$ cat config.mk
export PLATFORM = sky130hd
export DESIGN_NAME = sd_cic_decimator
export DESIGN_NICKNAME = d
export VERILOG_FILES = /design/src/rtl/sd_filter_pkg.sv /design/src/rtl/sd_cic_comb_stage.sv /design/src/rtl/sd_cic_decimator.sv
export SDC_FILE = /design/constraint.sdc
export NUM_CORES = 1
export LEC_CHECK = 0
export ABC_AREA = 0
export CORE_MARGIN = 8
export CORE_UTILIZATION = 35
export DETAILED_ROUTE_END_ITERATION = 16
export PLACE_DENSITY = 0.55
export SLEW_MARGIN = 10
export SYNTH_ARGS = -nofsm -noshare
export SYNTH_HDL_FRONTEND = slang
export SYNTH_HIERARCHICAL = 1
export SYNTH_SLANG_ARGS = --single-unit
$ cat constraint.sdc
create_clock -name clk -period 5.95 [get_ports clk]
set_input_delay 1.19 -clock clk [delete_from_list [all_inputs] [get_ports clk]]
set_output_delay 1.19 -clock clk [all_outputs]
set_load 0.005 [all_outputs]
$ cat src/rtl/sd_filter_pkg.sv
`default_nettype none
// ============================================================================
//  Module  : sd_filter_pkg
//  Brief   : Shared constants and elaboration helpers for the sigma-delta
//            decimation filters (legal parameter ranges, width helpers).
//  Revision: 1.0  initial release
// ============================================================================
package sd_filter_pkg;

    // Legal range of the CIC order (number of integrator/comb pairs).
    localparam int ORDER_MIN = 1;
    localparam int ORDER_MAX = 6;

    // Legal range of the decimation ratio R.
    localparam int DEC_R_MIN = 2;
    localparam int DEC_R_MAX = 4096;

    // Ceiling log2, usable in constant expressions; clog2(1) = 0.
    function automatic int clog2(input int value);
        int result;
        result = 0;
        for (int i = 0; i < 32; i++) begin
            if ((64'd1 << i) < 64'(value)) begin
                result = i + 1;
            end
        end
        return result;
    endfunction

    // Accumulator width that holds the full CIC gain R^N without overflow.
    function automatic int cic_acc_w(input int in_w, input int order, input int dec_r);
        return in_w + order * clog2(dec_r);
    endfunction

    // Number of LSBs dropped between the accumulator and the output word.
    function automatic int cic_shift(input int in_w, input int order, input int dec_r,
                                     input int out_w);
        return cic_acc_w(in_w, order, dec_r) - out_w;
    endfunction

endpackage : sd_filter_pkg
`default_nettype wire

$ cat src/rtl/sd_cic_comb_stage.sv
`default_nettype none
// ============================================================================
//  Module  : sd_cic_comb_stage
//  Brief   : One CIC comb section with differential delay 1. On each valid
//            input it registers (data - previous data) and remembers the
//            input; the valid bit travels alongside with one cycle latency.
//  Revision: 1.0  initial release
// ============================================================================
module sd_cic_comb_stage #(
    parameter int ACC_W = 22
) (
    input  logic             clk,
    input  logic             reset,
    input  logic             valid_i,
    input  logic [ACC_W-1:0] data_i,
    output logic             valid_o,
    output logic [ACC_W-1:0] data_o
);

    logic             valid_q;
    logic [ACC_W-1:0] data_q;
    logic [ACC_W-1:0] dly_q;

    // Difference against the previous decimated value; modulo arithmetic is
    // intentional, wraparound from the integrators cancels here.
    always_ff @(posedge clk or posedge reset) begin
        if (reset) begin
            valid_q <= 1'b0;
            data_q  <= '0;
            dly_q   <= '0;
        end else begin
            valid_q <= valid_i;
            if (valid_i) begin
                data_q <= data_i - dly_q;
                dly_q  <= data_i;
            end
        end
    end

    assign valid_o = valid_q;
    assign data_o  = data_q;

endmodule : sd_cic_comb_stage
`default_nettype wire

$ cat src/rtl/sd_cic_decimator.sv
`default_nettype none
// ============================================================================
//  Module  : sd_cic_decimator
//  Brief   : Parametrised N-stage CIC (Hogenauer) decimator for sigma-delta
//            streams. Valid-qualified input, decimation phase sync, pipelined
//            integrators and combs, registered output strobe.
//  Revision: 1.0  initial release
// ============================================================================
module sd_cic_decimator
    import sd_filter_pkg::*;
#(
    parameter int IN_W  = 16,
    parameter int ORDER = 3,
    parameter int DEC_R = 64,
    parameter int OUT_W = 24
) (
    input  logic                            clk,
    input  logic                            reset,
    input  logic                            in_valid,
    input  logic signed [IN_W-1:0]          in_data,
    input  logic                            sync,
    output logic                            out_valid,
    output logic signed [OUT_W-1:0]         out_data,
    output logic [sd_filter_pkg::clog2(DEC_R)-1:0] phase
);

    localparam int ACC_W = cic_acc_w(IN_W, ORDER, DEC_R);
    localparam int SHIFT = cic_shift(IN_W, ORDER, DEC_R, OUT_W);
    localparam int PH_W  = clog2(DEC_R);
    localparam logic [PH_W-1:0] PH_LAST = PH_W'(DEC_R - 1);

    // ------------------------------------------------------------------------
    // Parameter sanity checks, resolved at elaboration.
    // ------------------------------------------------------------------------
    generate
        if (OUT_W > ACC_W) begin : g_chk_out_w
            $error("sd_cic_decimator: OUT_W (%0d) exceeds ACC_W (%0d)", OUT_W, ACC_W);
        end
        if ((ORDER < ORDER_MIN) || (ORDER > ORDER_MAX)) begin : g_chk_order
            $error("sd_cic_decimator: ORDER (%0d) out of range", ORDER);
        end
        if ((DEC_R < DEC_R_MIN) || (DEC_R > DEC_R_MAX)) begin : g_chk_dec_r
            $error("sd_cic_decimator: DEC_R (%0d) out of range", DEC_R);
        end
    endgenerate

    // ------------------------------------------------------------------------
    // Integrator chain. Each stage adds the previous-cycle value of the stage
    // before it, so the adder path is one stage deep regardless of ORDER.
    // ------------------------------------------------------------------------
    logic [ACC_W-1:0] in_ext;
    logic [ACC_W-1:0] integ_q [ORDER];
    logic [ACC_W-1:0] integ_d [ORDER];

    assign in_ext = {{(ACC_W - IN_W){in_data[IN_W-1]}}, in_data};

    // Next-state of every integrator for an accepted sample.
    always_comb begin
        integ_d[0] = integ_q[0] + in_ext;
        for (int k = 1; k < ORDER; k++) begin
            integ_d[k] = integ_q[k] + integ_q[k-1];
        end
    end

    // Integrators advance only on accepted samples and are never cleared by sync.
    always_ff @(posedge clk or posedge reset) begin
        if (reset) begin
            for (int k = 0; k < ORDER; k++) begin
                integ_q[k] <= '0;
            end
        end else if (in_valid) begin
            integ_q <= integ_d;
        end
    end

    // ------------------------------------------------------------------------
    // Decimation counter. sync with a sample makes that sample phase 0; sync
    // alone parks the counter at 0. The strobe marks the R-th accepted edge.
    // ------------------------------------------------------------------------
    logic [PH_W-1:0] cnt_q;
    logic [PH_W-1:0] cnt_d;
    logic            dec_q;
    logic            dec_d;

    // Counter next-state and decimation strobe decode.
    always_comb begin
        cnt_d = cnt_q;
        dec_d = 1'b0;
        if (in_valid) begin
            if (sync) begin
                cnt_d = PH_W'(1);
            end else if (cnt_q == PH_LAST) begin
                cnt_d = '0;
                dec_d = 1'b1;
            end else begin
                cnt_d = cnt_q + PH_W'(1);
            end
        end else if (sync) begin
            cnt_d = '0;
        end
    end

    // Counter and strobe registers.
    always_ff @(posedge clk or posedge reset) begin
        if (reset) begin
            cnt_q <= '0;
            dec_q <= 1'b0;
        end else begin
            cnt_q <= cnt_d;
            dec_q <= dec_d;
        end
    end

    assign phase = cnt_q;

    // ------------------------------------------------------------------------
    // Comb pipeline: one stage per cycle, valid travels with the data. The
    // strobe is one cycle behind the accepting edge, which lines it up with
    // the integrator value that includes the R-th sample.
    // ------------------------------------------------------------------------
    logic             comb_valid [ORDER+1];
    logic [ACC_W-1:0] comb_data  [ORDER+1];

    assign comb_valid[0] = dec_q;
    assign comb_data[0]  = integ_q[ORDER-1];

    generate
        for (genvar g = 0; g < ORDER; g++) begin : g_comb
            sd_cic_comb_stage #(
                .ACC_W (ACC_W)
            ) u_comb (
                .clk     (clk),
                .reset   (reset),
                .valid_i (comb_valid[g]),
                .data_i  (comb_data[g]),
                .valid_o (comb_valid[g+1]),
                .data_o  (comb_data[g+1])
            );
        end
    endgenerate

    // ------------------------------------------------------------------------
    // Output register. Taking the top OUT_W bits is an arithmetic shift right
    // by SHIFT followed by truncation, i.e. rounding toward -inf.
    // ------------------------------------------------------------------------
    logic                    out_valid_q;
    logic signed [OUT_W-1:0] out_data_q;

    generate
        if (SHIFT > 0) begin : g_drop_lsbs
            logic unused_lsbs;
            assign unused_lsbs = ^comb_data[ORDER][SHIFT-1:0];
        end
    endgenerate

    // Capture the scaled comb result and raise a one-cycle strobe with it.
    always_ff @(posedge clk or posedge reset) begin
        if (reset) begin
            out_valid_q <= 1'b0;
            out_data_q  <= '0;
        end else begin
            out_valid_q <= comb_valid[ORDER];
            if (comb_valid[ORDER]) begin
                out_data_q <= comb_data[ORDER][ACC_W-1:SHIFT];
            end
        end
    end

    assign out_valid = out_valid_q;
    assign out_data  = out_data_q;

endmodule : sd_cic_decimator
`default_nettype wire

Yosys cells after proc, flatten, opt, wreduce, memory -nomap -nowiden
Index checks and enable logic that the tools add are counted.

Add/sub/neg operators: 7. Eq/ne operators: 1. Muxes and demuxes: 7. Reductions and logical operators: 1.

Operators with widths (number): adder 34 bit (3); subtractor 34 bit (3); 2-to-1 mux 6 bit (4); adder 6 x 1 -> 6 bit, second input constant (1); equality test 6 bit, second input constant (1); 2-to-1 mux 1 bit (3); nonzero test 2 bit (1).

Register bits: 341. Bits of input ports: 20. Word-level logic and storage cells: 32.

Longest topological paths before layout
Depth in word-level cells: 4. Depth in mapped cells: 12. Gate-level depth less buffers: 12.

Modules after synthesis
The synthesis kept the hierarchy.

Modules (own cells, without submodules): sd_cic_comb_stage (times used 3, cells each 512, area each 4504.3 sq um, seq. area each 1726.7 sq um); sd_cic_decimator (times used 1, cells each 970, area each 9955.8 sq um, seq. area each 3353.2 sq um).

Worst setup path before layout
Ideal clock, no wire load.

Kind: input-to-reg. Start: input in_data[0]. End: register integ_q[98] (netlist bit). Library setup time: 125 ps. Arrival: 3267 ps. Data required time: 5825 ps. Path slack: 2558 ps. Stages: 12. Path buffers: 0. Cell sequence: ha_1 > inv_1 > fa_1 > nor2b_1 > o31a_1 > o21bai_2 > a21oi_1 > nor2_2 > o31ai_1 > a21oi_1 > xnor2_1 > mux2_2.

Word-level cells in the longest chain between the ends: 1.

RTL lines: start: declaration (line sd_cic_decimator.sv:20) `input logic signed [IN_W-1:0] in_data,`; adder 34 bit (line sd_cic_decimator.sv:59) `integ_d[0] = integ_q[0] + in_ext;`; end signal: assignment (line sd_cic_decimator.sv:72) `integ_q <= integ_d;`; end: declaration (line sd_cic_decimator.sv:52) `logic [ACC_W-1:0] integ_q [ORDER];`.

No other way between the ends. A chain may end at the register's enable or synchronous reset.

Worst setup path in the final report
Start: input in_data[15]. End: register integ_q[98] (netlist bit).

Same word-level chain as after synthesis.

==> reports/metrics.cfg <==
[status]
outcome = finished clean

[worst_setup_path]
path_class = in2reg
worst-path-buf-inv = 1
cp-start-kind = input pin
cp_top_family = compound AO/OA/AOI/OAI gates
crit_slowest_cell = clkdlybuf4s50_1
crit_chain = clkdlybuf4s50_1, ha_1, and3_1, o211ai_1, a21oi_1, nor2_2, o31ai_1, a21oi_1, xnor2_1, mux2_2
crit_arrival_ps = 4480
r2r_cells = 12
reg2reg_setup_slack_ps = 2790
critPathRequiredTime_ps = 6380
reg2reg_from = integ_q[34]$_DFFE_PP0P_
path_max_fanout = 20
crit_top_cell = a21oi_1
cp-startpoint = in_data[15]
slowest_delay_ps = 860
end_kind = register
r2r-end = integ_q[66]$_DFFE_PP0P_

[timing]
hold_viol_final = 0
skew_ps = 24.49
final.period_utilization = 0.6797
fin_setup_tns_ps = 0
achievable-frequency_mhz = 247.3
tightest_slew_ps = 1088
finalSetupViolations = 0
timing.slew.headroom = 0.2744
period_minus_slack_ps = 4044
whs_ps = 488.4
maxSlewViolCount = 0
grt_setup_unrepaired = false

[global_route]
grt_pass1_wl_mm = 87.63
groute.usage.overall = 0.1373
antenna_found_initial = 0
grt_pass1_vias = 17670
grt-ovfl-total = 0
grt_max_degree = 100

[clocking]
cts-resized-gates = 0
worstSkewPairLatency_ps = 560
ctsHoldBuffers = 0
cts_tree = built
path_clk_slew_ps = 60
cts.sinks = 331
ctsHtreeMaxLevel = 2
clockBufferDepth = 3
post-cts-setup-buffers = 0
cts_buffers = 40
cts-root-buf = clkbuf_16

[floorplan]
start_util = 0.3520
die_w_um = 272.5
io_pins = 51
die_area_um2 = 74240
rows = 94
die_h_um = 272.5
core_um2 = 65390

[routing]
finalWirelength_mm = 51.68
drc_errors = 0
drt_pass1_iterations = 5
ant_nets = 0
post_drt_wl_per_cell_um = 15.36
dr.first_iter.drc_count = 872
vias = 17620
viasPerCell = 5.236

[hold_path]
min_from = integ_q[67]$_DFFE_PP0P_
holdPathEnd = integ_q[67]$_DFFE_PP0P_
min_path_cells = 1
hold_class = reg2reg

[power]
fin_total_pwr_mw = 13.36
peakVddDrop_v = 0.0002535
p_leak_nw = 11.36
power_density_nw_per_um2 = 522.4

[place]
io_buffers = 50
hpwl_mm = 39.22
gp_congestion = 0.8929

[layout]
drive_above_1_share = 0.1301
area_growth_syn_to_layout_pct = 11.07
num-nets-final = 2693
final_cell_mix = dfrtp_1, nand2_1, a21oi_1, ha_1, o21ai_0
layout_commonest_cell = dfrtp_1

[logic_synthesis]
yosysWarnings = 6
synth_cells = 2472
synthesis.area_um2 = 23020
synth_nets = 2697
avgSynthCellArea_um2 = 9.313

[run]
cap_violations = 0

-- where the power goes --
group          internal (mW)  total [mW]  switching, mW
Clock                   1.46        2.42          0.963
Sequential              2.73        3.21          0.480
Combinational           3.55        7.73           4.18
-- stage by stage --
step / worst slack (ps) / cell area [um^2] / instances / util
final: 1906 / 25570 / 3364 / 0.3910
after global routing: 1737 / 25570 / 3363 / 0.3910
after CTS: 2025 / 25570 / 3363 / 0.3910
after detailed placement: 1439 / 24250 / 3290 / 0.3709
after global placement: 1500 / 24250 / 3290 / 0.3709
after floorplan: 1177 / 23020 / 2472 / -
-- worst max path at each step --
| stage | to | slack [ps] | cells past startpoint |
|---|---|---|---|
| after global placement | integ_q[100]$_DFFE_PP0P_ | 1500 | 11 |
| after global routing | integ_q[98]$_DFFE_PP0P_ | 1740 | 11 |
| after detailed placement | integ_q[98]$_DFFE_PP0P_ | 1440 | 10 |
| after CTS | integ_q[100]$_DFFE_PP0P_ | 2020 | 11 |
| after floorplan | comb_data[102]$_DFFE_PP0P_ | 1180 | 1 |
| final | integ_q[98]$_DFFE_PP0P_ | 1910 | 10 |
-- metal layers --
metal  track usage  up-vias  part of all wire
li1              -     8958                 -
met1        0.1743     8263              0.46
met2        0.2342      269              0.47
met3       0.02008      125             0.030
met4       0.05283        0             0.035
met5             0        -                 0
-- final cells by class --
class | instances | area, um^2
multi-input combinational | 1893 | 13780
antenna | 1 | 2.502
inverter | 143 | 541.8
tap | 864 | 1081
timing repair buffer | 59 | 565.5
fill | 6546 | 39820
clock buffer | 59 | 1174
clock inverter | 14 | 137.6
sequential | 331 | 8289
-- flip-flops by register name, indices dropped and copies added, names as in the netlist --
| signal | cells |
|---|---|
| g_comb.u_comb/dly_q | 102 |
| g_comb.u_comb/data_o | 92 |
| integ_q | 68 |
| comb_data | 34 |
| out_data | 24 |
| phase | 6 |
| g_comb.u_comb/valid_o | 3 |
| dec_q | 1 |
| out_valid | 1 |
(Power assumes the default switching activity.)
